<file path="src/rtl/pixel_generator_if.sv">
// pixel_generator_if: AXI4-Stream video master and AXI4-Lite control slave signals
// of the pixel generator; master is the generator side, slave the sink/CPU side.
interface pixel_generator_if;
    logic [31:0] out_stream_tdata;
    logic [3:0]  out_stream_tkeep;
    logic        out_stream_tlast;
    logic        out_stream_tuser;
    logic        out_stream_tvalid;
    logic        out_stream_tready;
    logic [7:0]  s_axi_lite_awaddr;
    logic        s_axi_lite_awvalid;
    logic        s_axi_lite_awready;
    logic [31:0] s_axi_lite_wdata;
    logic        s_axi_lite_wvalid;
    logic        s_axi_lite_wready;
    logic [1:0]  s_axi_lite_bresp;
    logic        s_axi_lite_bvalid;
    logic        s_axi_lite_bready;
    logic [7:0]  s_axi_lite_araddr;
    logic        s_axi_lite_arvalid;
    logic        s_axi_lite_arready;
    logic [31:0] s_axi_lite_rdata;
    logic [1:0]  s_axi_lite_rresp;
    logic        s_axi_lite_rvalid;
    logic        s_axi_lite_rready;
    modport master (
        output out_stream_tdata, out_stream_tkeep, out_stream_tlast, out_stream_tuser, out_stream_tvalid,
        input  out_stream_tready,
        input  s_axi_lite_awaddr, s_axi_lite_awvalid, s_axi_lite_wdata, s_axi_lite_wvalid, s_axi_lite_bready,
        input  s_axi_lite_araddr, s_axi_lite_arvalid, s_axi_lite_rready,
        output s_axi_lite_awready, s_axi_lite_wready, s_axi_lite_bresp, s_axi_lite_bvalid,
        output s_axi_lite_arready, s_axi_lite_rdata, s_axi_lite_rresp, s_axi_lite_rvalid
    );
    modport slave (
        input  out_stream_tdata, out_stream_tkeep, out_stream_tlast, out_stream_tuser, out_stream_tvalid,
        output out_stream_tready,
        output s_axi_lite_awaddr, s_axi_lite_awvalid, s_axi_lite_wdata, s_axi_lite_wvalid, s_axi_lite_bready,
        output s_axi_lite_araddr, s_axi_lite_arvalid, s_axi_lite_rready,
        input  s_axi_lite_awready, s_axi_lite_wready, s_axi_lite_bresp, s_axi_lite_bvalid,
        input  s_axi_lite_arready, s_axi_lite_rdata, s_axi_lite_rresp, s_axi_lite_rvalid
    );
endinterface

</file>
<file path="src/rtl/pixel_generator.sv">
// pixel_generator: endless X_SIZE x Y_SIZE raster on AXI4-Stream (SOF on tuser, EOL on tlast)
// with colour offsets from an AXI4-Lite register file, applied only at frame start.
module pixel_generator #(
    parameter int X_SIZE = 640,
    parameter int Y_SIZE = 480
) (
    input logic               out_stream_aclk,
    input logic               s_axi_lite_aclk,
    input logic               axi_resetn,
    input logic               periph_resetn,
    pixel_generator_if.master bus
);
    localparam int XW = $clog2(X_SIZE);
    localparam int YW = $clog2(Y_SIZE);
    logic          w_rst_n;
    logic          w_load, w_sof, w_eol, w_eof;
    logic [23:0]   w_off;
    logic          w_unused;
    logic [XW-1:0] r_x;
    logic [YW-1:0] r_y;
    logic [7:0]    r_frame;
    logic [23:0]   r_shadow;
    logic [31:0]   r_tdata;
    logic          r_tvalid, r_tuser, r_tlast;
    logic [31:0]   r_regs [8];
    logic          r_awready, r_bvalid, r_arready, r_rvalid;
    logic [31:0]   r_rdata;
    assign w_rst_n  = axi_resetn & periph_resetn;
    assign w_load   = !r_tvalid || bus.out_stream_tready;
    assign w_sof    = r_x == '0 && r_y == '0;
    assign w_eol    = r_x == XW'(X_SIZE - 1);
    assign w_eof    = r_y == YW'(Y_SIZE - 1);
    // SOF word already uses the freshly latched offsets so the whole frame is consistent
    assign w_off    = w_sof ? r_regs[0][23:0] : r_shadow;
    assign w_unused = ^{s_axi_lite_aclk, bus.s_axi_lite_awaddr[7:5], bus.s_axi_lite_awaddr[1:0],
                        bus.s_axi_lite_araddr[7:5], bus.s_axi_lite_araddr[1:0]};
    always_ff @(posedge out_stream_aclk or negedge w_rst_n)
        if (!w_rst_n) begin
            r_x      <= '0;
            r_y      <= '0;
            r_frame  <= '0;
            r_shadow <= '0;
            r_tdata  <= '0;
            r_tvalid <= 1'b0;
            r_tuser  <= 1'b0;
            r_tlast  <= 1'b0;
        end else if (w_load) begin
            r_tvalid <= 1'b1;
            r_tuser  <= w_sof;
            r_tlast  <= w_eol;
            r_tdata  <= {8'h00, 8'(r_x) + w_off[7:0], 8'(r_y) + w_off[15:8], r_frame + w_off[23:16]};
            r_shadow <= w_off;
            r_x      <= w_eol ? '0 : r_x + XW'(1);
            r_y      <= w_eol ? (w_eof ? '0 : r_y + YW'(1)) : r_y;
            r_frame  <= (w_eol && w_eof) ? r_frame + 8'd1 : r_frame;
        end
    always_ff @(posedge out_stream_aclk or negedge w_rst_n)
        if (!w_rst_n) begin
            for (int i = 0; i < 8; i++) r_regs[i] <= '0;
            r_awready <= 1'b0;
            r_bvalid  <= 1'b0;
            r_arready <= 1'b0;
            r_rvalid  <= 1'b0;
            r_rdata   <= '0;
        end else begin
            r_awready <= bus.s_axi_lite_awvalid && bus.s_axi_lite_wvalid && !r_bvalid && !r_awready;
            if (r_awready) r_regs[bus.s_axi_lite_awaddr[4:2]] <= bus.s_axi_lite_wdata;
            r_bvalid  <= r_awready || (r_bvalid && !bus.s_axi_lite_bready);
            r_arready <= bus.s_axi_lite_arvalid && !r_rvalid && !r_arready;
            if (r_arready) r_rdata <= r_regs[bus.s_axi_lite_araddr[4:2]];
            r_rvalid  <= r_arready || (r_rvalid && !bus.s_axi_lite_rready);
        end
    assign bus.out_stream_tdata   = r_tdata;
    assign bus.out_stream_tkeep   = 4'hF;
    assign bus.out_stream_tlast   = r_tlast;
    assign bus.out_stream_tuser   = r_tuser;
    assign bus.out_stream_tvalid  = r_tvalid;
    assign bus.s_axi_lite_awready = r_awready;
    assign bus.s_axi_lite_wready  = r_awready;
    assign bus.s_axi_lite_bresp   = 2'b00;
    assign bus.s_axi_lite_bvalid  = r_bvalid;
    assign bus.s_axi_lite_arready = r_arready;
    assign bus.s_axi_lite_rdata   = r_rdata;
    assign bus.s_axi_lite_rresp   = 2'b00;
    assign bus.s_axi_lite_rvalid  = r_rvalid;
endmodule

</file>
<file path="src/flat_wrapper.sv">
// flat-port wrapper written by rule: the top's interface ports become plain ports
module pixel_generator_flat 
#(
    parameter int X_SIZE = 640,
    parameter int Y_SIZE = 480
)
  (out_stream_aclk, s_axi_lite_aclk, axi_resetn, periph_resetn, bus_out_stream_tdata, bus_out_stream_tkeep, bus_out_stream_tlast, bus_out_stream_tuser, bus_out_stream_tvalid, bus_out_stream_tready, bus_s_axi_lite_awaddr, bus_s_axi_lite_awvalid, bus_s_axi_lite_wdata, bus_s_axi_lite_wvalid, bus_s_axi_lite_bready, bus_s_axi_lite_araddr, bus_s_axi_lite_arvalid, bus_s_axi_lite_rready, bus_s_axi_lite_awready, bus_s_axi_lite_wready, bus_s_axi_lite_bresp, bus_s_axi_lite_bvalid, bus_s_axi_lite_arready, bus_s_axi_lite_rdata, bus_s_axi_lite_rresp, bus_s_axi_lite_rvalid);
  pixel_generator_if bus_i ();
  input logic out_stream_aclk;
  input logic s_axi_lite_aclk;
  input logic axi_resetn;
  input logic periph_resetn;
  output wire logic [$bits(bus_i.out_stream_tdata)-1:0] bus_out_stream_tdata;
  output wire logic [$bits(bus_i.out_stream_tkeep)-1:0] bus_out_stream_tkeep;
  output wire logic [$bits(bus_i.out_stream_tlast)-1:0] bus_out_stream_tlast;
  output wire logic [$bits(bus_i.out_stream_tuser)-1:0] bus_out_stream_tuser;
  output wire logic [$bits(bus_i.out_stream_tvalid)-1:0] bus_out_stream_tvalid;
  input wire logic [$bits(bus_i.out_stream_tready)-1:0] bus_out_stream_tready;
  input wire logic [$bits(bus_i.s_axi_lite_awaddr)-1:0] bus_s_axi_lite_awaddr;
  input wire logic [$bits(bus_i.s_axi_lite_awvalid)-1:0] bus_s_axi_lite_awvalid;
  input wire logic [$bits(bus_i.s_axi_lite_wdata)-1:0] bus_s_axi_lite_wdata;
  input wire logic [$bits(bus_i.s_axi_lite_wvalid)-1:0] bus_s_axi_lite_wvalid;
  input wire logic [$bits(bus_i.s_axi_lite_bready)-1:0] bus_s_axi_lite_bready;
  input wire logic [$bits(bus_i.s_axi_lite_araddr)-1:0] bus_s_axi_lite_araddr;
  input wire logic [$bits(bus_i.s_axi_lite_arvalid)-1:0] bus_s_axi_lite_arvalid;
  input wire logic [$bits(bus_i.s_axi_lite_rready)-1:0] bus_s_axi_lite_rready;
  output wire logic [$bits(bus_i.s_axi_lite_awready)-1:0] bus_s_axi_lite_awready;
  output wire logic [$bits(bus_i.s_axi_lite_wready)-1:0] bus_s_axi_lite_wready;
  output wire logic [$bits(bus_i.s_axi_lite_bresp)-1:0] bus_s_axi_lite_bresp;
  output wire logic [$bits(bus_i.s_axi_lite_bvalid)-1:0] bus_s_axi_lite_bvalid;
  output wire logic [$bits(bus_i.s_axi_lite_arready)-1:0] bus_s_axi_lite_arready;
  output wire logic [$bits(bus_i.s_axi_lite_rdata)-1:0] bus_s_axi_lite_rdata;
  output wire logic [$bits(bus_i.s_axi_lite_rresp)-1:0] bus_s_axi_lite_rresp;
  output wire logic [$bits(bus_i.s_axi_lite_rvalid)-1:0] bus_s_axi_lite_rvalid;
  assign bus_out_stream_tdata = bus_i.out_stream_tdata;
  assign bus_out_stream_tkeep = bus_i.out_stream_tkeep;
  assign bus_out_stream_tlast = bus_i.out_stream_tlast;
  assign bus_out_stream_tuser = bus_i.out_stream_tuser;
  assign bus_out_stream_tvalid = bus_i.out_stream_tvalid;
  assign bus_i.out_stream_tready = bus_out_stream_tready;
  assign bus_i.s_axi_lite_awaddr = bus_s_axi_lite_awaddr;
  assign bus_i.s_axi_lite_awvalid = bus_s_axi_lite_awvalid;
  assign bus_i.s_axi_lite_wdata = bus_s_axi_lite_wdata;
  assign bus_i.s_axi_lite_wvalid = bus_s_axi_lite_wvalid;
  assign bus_i.s_axi_lite_bready = bus_s_axi_lite_bready;
  assign bus_i.s_axi_lite_araddr = bus_s_axi_lite_araddr;
  assign bus_i.s_axi_lite_arvalid = bus_s_axi_lite_arvalid;
  assign bus_i.s_axi_lite_rready = bus_s_axi_lite_rready;
  assign bus_s_axi_lite_awready = bus_i.s_axi_lite_awready;
  assign bus_s_axi_lite_wready = bus_i.s_axi_lite_wready;
  assign bus_s_axi_lite_bresp = bus_i.s_axi_lite_bresp;
  assign bus_s_axi_lite_bvalid = bus_i.s_axi_lite_bvalid;
  assign bus_s_axi_lite_arready = bus_i.s_axi_lite_arready;
  assign bus_s_axi_lite_rdata = bus_i.s_axi_lite_rdata;
  assign bus_s_axi_lite_rresp = bus_i.s_axi_lite_rresp;
  assign bus_s_axi_lite_rvalid = bus_i.s_axi_lite_rvalid;
  pixel_generator #(.X_SIZE(X_SIZE), .Y_SIZE(Y_SIZE)) u_core (.out_stream_aclk(out_stream_aclk), .s_axi_lite_aclk(s_axi_lite_aclk), .axi_resetn(axi_resetn), .periph_resetn(periph_resetn), .bus(bus_i));
endmodule
</file>
<file path="config.mk">
export PLATFORM = sky130hd
export DESIGN_NAME = pixel_generator_flat
export DESIGN_NICKNAME = d
export VERILOG_FILES = /design/src/rtl/pixel_generator_if.sv /design/src/rtl/pixel_generator.sv /design/src/flat_wrapper.sv
export SDC_FILE = /design/constraint.sdc
export NUM_CORES = 1
export LEC_CHECK = 0
export ABC_AREA = 1
export BUFFER_PORTS_ARGS = -buffer_cell sky130_fd_sc_hd__buf_2
export CAP_MARGIN = 10
export CORE_MARGIN = 2
export CORE_UTILIZATION = 55
export CTS_BUF_LIST = sky130_fd_sc_hd__clkbuf_4
export DETAILED_ROUTE_END_ITERATION = 16
export PLACE_DENSITY = 0.77
export SYNTH_ARGS = -nofsm -noshare
export SYNTH_HDL_FRONTEND = slang
export SYNTH_SLANG_ARGS = --single-unit
export TNS_END_PERCENT = 20
</file>
<file path="constraint.sdc">
create_clock -name out_stream_aclk -period 19 [get_ports out_stream_aclk]
set_input_delay 3.8 -clock out_stream_aclk [delete_from_list [all_inputs] [get_ports out_stream_aclk]]
set_output_delay 3.8 -clock out_stream_aclk [all_outputs]
set_load 0.05 [all_outputs]
</file>
==> summary.json <==
{
  "timing": {
    "final-max-slew-violation-count": 0,
    "timing_worst_slew_pin_value_ns": 1.12,
    "worst_hold_slack_ns": 0.451,
    "rsz0062_at_grt": "false",
    "fin_skew_ns": 0.0615,
    "tns_ns": 0,
    "layout_min_cycle_time_ns": 6.20,
    "hold_viol_final": 0,
    "report.final.setup_viol": 0,
    "maxSlewHeadroom_pct": 25.3,
    "min_period_over_period_pct": 32.6,
    "max_freq_ghz": 0.161
  },
  "die": {
    "num_io_pins": 138,
    "row_count": 65,
    "die_w_um": 182,
    "die_area_um2": 33000,
    "start_util_pct": 55.4,
    "die_h_um": 182,
    "core_um2": 31300
  },
  "critical_path": {
    "regToRegSetupSlack_ns": 15.35,
    "path_cells": "buf_2 > buf_4 > clkinv_1 > buf_4 > a21oi_1 > o21ai_0 > o211ai_1 > o21ai_0",
    "critPathRequiredTime_ns": 19.55,
    "reg2reg_from": "u_core.r_y[1]",
    "cp.buffers_inverters": 4,
    "worstSetupEndpointType": "flip-flop",
    "timing.critical_path.max_delay_family": "buffers and inverters",
    "r2r_cells": 17,
    "timing_worst_setup_path_type": "primary input to flip-flop",
    "arrival_ns": 6.74,
    "r2r-end": "u_core.bus.out_stream_tdata[14]",
    "worstSetupStartpointType": "primary input",
    "cp_max_fo": 75,
    "slowest_stage": "clkinv_1",
    "max_stage_delay_ns": 1.02
  },
  "logic_synthesis": {
    "synthesis.yosys.warnings": 0,
    "yosys-top-cells-count": "460 x nand2_1, 427 x o21ai_0, 370 x dfrtp_1",
    "synth_top_cell_by_area": "dfrtp_1",
    "area_contributors_post_synth": "dfrtp_1 53%, o21ai_0 12%, nand2_1 9.9%, inv_1 4.0%, mux2i_1 3.7%",
    "synth.ff_latch_count": 370,
    "synth_edf_count": 0,
    "synth_sequential_area_ratio_pct": 53.3,
    "syn-instance-count": 1988,
    "synthMostInstantiatedCell": "nand2_1",
    "syn_area_per_cell_um2": 8.73,
    "yosysUniqueCellTypes": 38,
    "synth_area_um2": 17400,
    "synth_top_flop_cell": "dfrtp_1",
    "synth_largest_type_area_fraction_pct": 53.3,
    "synthArstFlopShare_pct": 100
  },
  "global_routing": {
    "grt.overflow.total": 0,
    "via_count_of_the_first_global_routing_pass": 13600,
    "initial_antenna_violation_count": 3,
    "maximum_number_of_pins_on_one_net_before_global_route_repair": 201,
    "groute.usage.overall_pct": 24.6,
    "first_pass_grt_wire_length_um": 66200
  },
  "clock_network": {
    "numClockSinks": 370,
    "htree_levels": 3,
    "cts.hold.buffers_added": 0,
    "worst_setup_hold_path_clk_slew_ns": 0.07,
    "cts_setup_buffers": 0,
    "ctsLongestPathBuffers": 3,
    "clock_tree_from_tritoncts": "built",
    "clock_insertion_delay_worst_skew_ns": 0.74,
    "clock_tree.root_cell": "clkbuf_4",
    "cts_resized": 0,
    "tritoncts.num_buffers": 94
  },
  "routing": {
    "dr_total_vias": 14100,
    "drc_errors": 0,
    "drt-wirelength-per-cell_um": 15.6,
    "m1_wl_um": 17500,
    "drt.antenna.violating_nets": 0,
    "met3WireLength_um": 2410,
    "detail_route.wirelength_um": 39900,
    "routed_vias_inst": 5.49,
    "drtIter0Drc": 1085,
    "met2RoutedLength_um": 18700,
    "top_layer": "met5",
    "drt_first_pass_iters": 5
  },
  "final_layout": {
    "areaGrowthSynthToFinish_pct": 10.9,
    "nNetsFinal": 2187,
    "fillerInstances": 2650,
    "seqCellArea_um2": 9260,
    "final_layout_size_suffix_gt1_share_pct": 14.4,
    "multiInputGateArea_um2": 6880
  },
  "placement": {
    "buffer_ports.inserted": 110,
    "place_congestion": 0.852,
    "detailed_place_hpwl_um": 24000
  },
  "job": {
    "max-cap-violations": 0
  },
  "power_and_ir_drop": {
    "total_leakage_power_nw": 9.66,
    "ir_drop_mv": 0.0938,
    "power_density_nw_per_um2": 117
  },
  "hold_path": {
    "timing.hold.worst_path_depth": 1,
    "hold_start": "u_core.bus.s_axi_lite_bvalid",
    "worstHoldPathType": "flip-flop to flip-flop",
    "hold_end": "u_core.bus.s_axi_lite_awready"
  },
  "run_status": {
    "result_of_the_run": "finished, final reports clean"
  }
}
through the flow:
stage | setup slack, ns | cells | area, um^2 | util (%) | power (mW)
after CTS | 12.90 | 2561 | 19200 | 61.4 | 2.28
after floorplan | 4.92 | 2003 | 17400 | - | 1.46
after global placement | 12.19 | 2403 | 18000 | 57.6 | 1.57
after detailed placement | 12.11 | 2403 | 18000 | 57.6 | 1.60
final | 12.80 | 2564 | 19300 | 61.5 | 2.26
after global routing | 12.75 | 2564 | 19300 | 61.5 | 2.40
layer usage:
| metal | vias to the layer above | track usage (%) |
|---|---|---|
| met2 | 432 | 39.6 |
| met4 | 2 | 10.9 |
| met5 | - | 0 |
| li1 | 6812 | - |
| met3 | 95 | 4.59 |
| met1 | 6724 | 32.8 |
cells by family after synthesis:
logic type | Yosys count | share of synthesized area, %
simple gates | 586 | 14.0
other cells | 2 | 0.0433
fa+ha+maj | 31 | 2.36
buf+inv | 316 | 7.52
xor+xnor | 19 | 0.958
compound gates | 599 | 18.0
mux | 65 | 3.78
flops | 370 | 53.3
power breakdown:
group	leakage, nW	internal, mW	switching (mW)
registers	4.81	0.972	0.104
logic	4.14	0.155	0.356
clock network	0.710	0.363	0.313
placed cells by master (no fill, tap or decap), drive strengths merged, types with 48 or more instances in the layout:
cell and instances:
inv 190, nand3 53, o21ai 469, dfrtp 370
a21oi 77, nand2 467, clkbuf 141, mux2i 64
o211ai 48, buf 127
final cells by class:
class | count | area share (%)
timing repair buffer | 127 | 3.68
clock inverter | 17 | 0.676
sequential | 370 | 48.1
multi-input combinational | 1317 | 35.7
tap | 402 | 2.61
clock buffer | 141 | 5.50
inverter | 188 | 3.70
antenna | 2 | 0.0260
how the worst max path moves through the flow:
| stage | startpoint | end | slack, ns | cells past startpoint |
|---|---|---|---|---|
| final | bus_s_axi_lite_araddr[3] | u_core.bus.s_axi_lite_rdata[14] | 12.80 | 8 |
| after global routing | bus_s_axi_lite_araddr[3] | u_core.bus.s_axi_lite_rdata[14] | 12.75 | 8 |
| after CTS | bus_s_axi_lite_araddr[3] | u_core.bus.s_axi_lite_rdata[14] | 12.90 | 8 |
| after detailed placement | bus_s_axi_lite_araddr[3] | u_core.bus.s_axi_lite_rdata[14] | 12.11 | 8 |
| after global placement | bus_s_axi_lite_araddr[3] | u_core.bus.s_axi_lite_rdata[14] | 12.19 | 8 |
| after floorplan | axi_resetn | u_core.bus.out_stream_tdata[0] | 4.92 | 2 |
flip-flops by register name, indices dropped and copies added, names as in the netlist:
name	count
u_core.r_x	10
u_core.r_shadow	24
u_core.bus.out_stream_tdata	24
u_core.bus.s_axi_lite_awready	1
u_core.bus.s_axi_lite_arready	1
u_core.r_regs	256
u_core.r_frame	8
u_core.bus.out_stream_tvalid	1
u_core.bus.out_stream_tuser	1
u_core.bus.s_axi_lite_bvalid	1
u_core.bus.s_axi_lite_rvalid	1
u_core.bus.out_stream_tlast	1
u_core.bus.s_axi_lite_rdata	32
u_core.r_y	9
No activity file was read; power rests on OpenSTA's default activity.
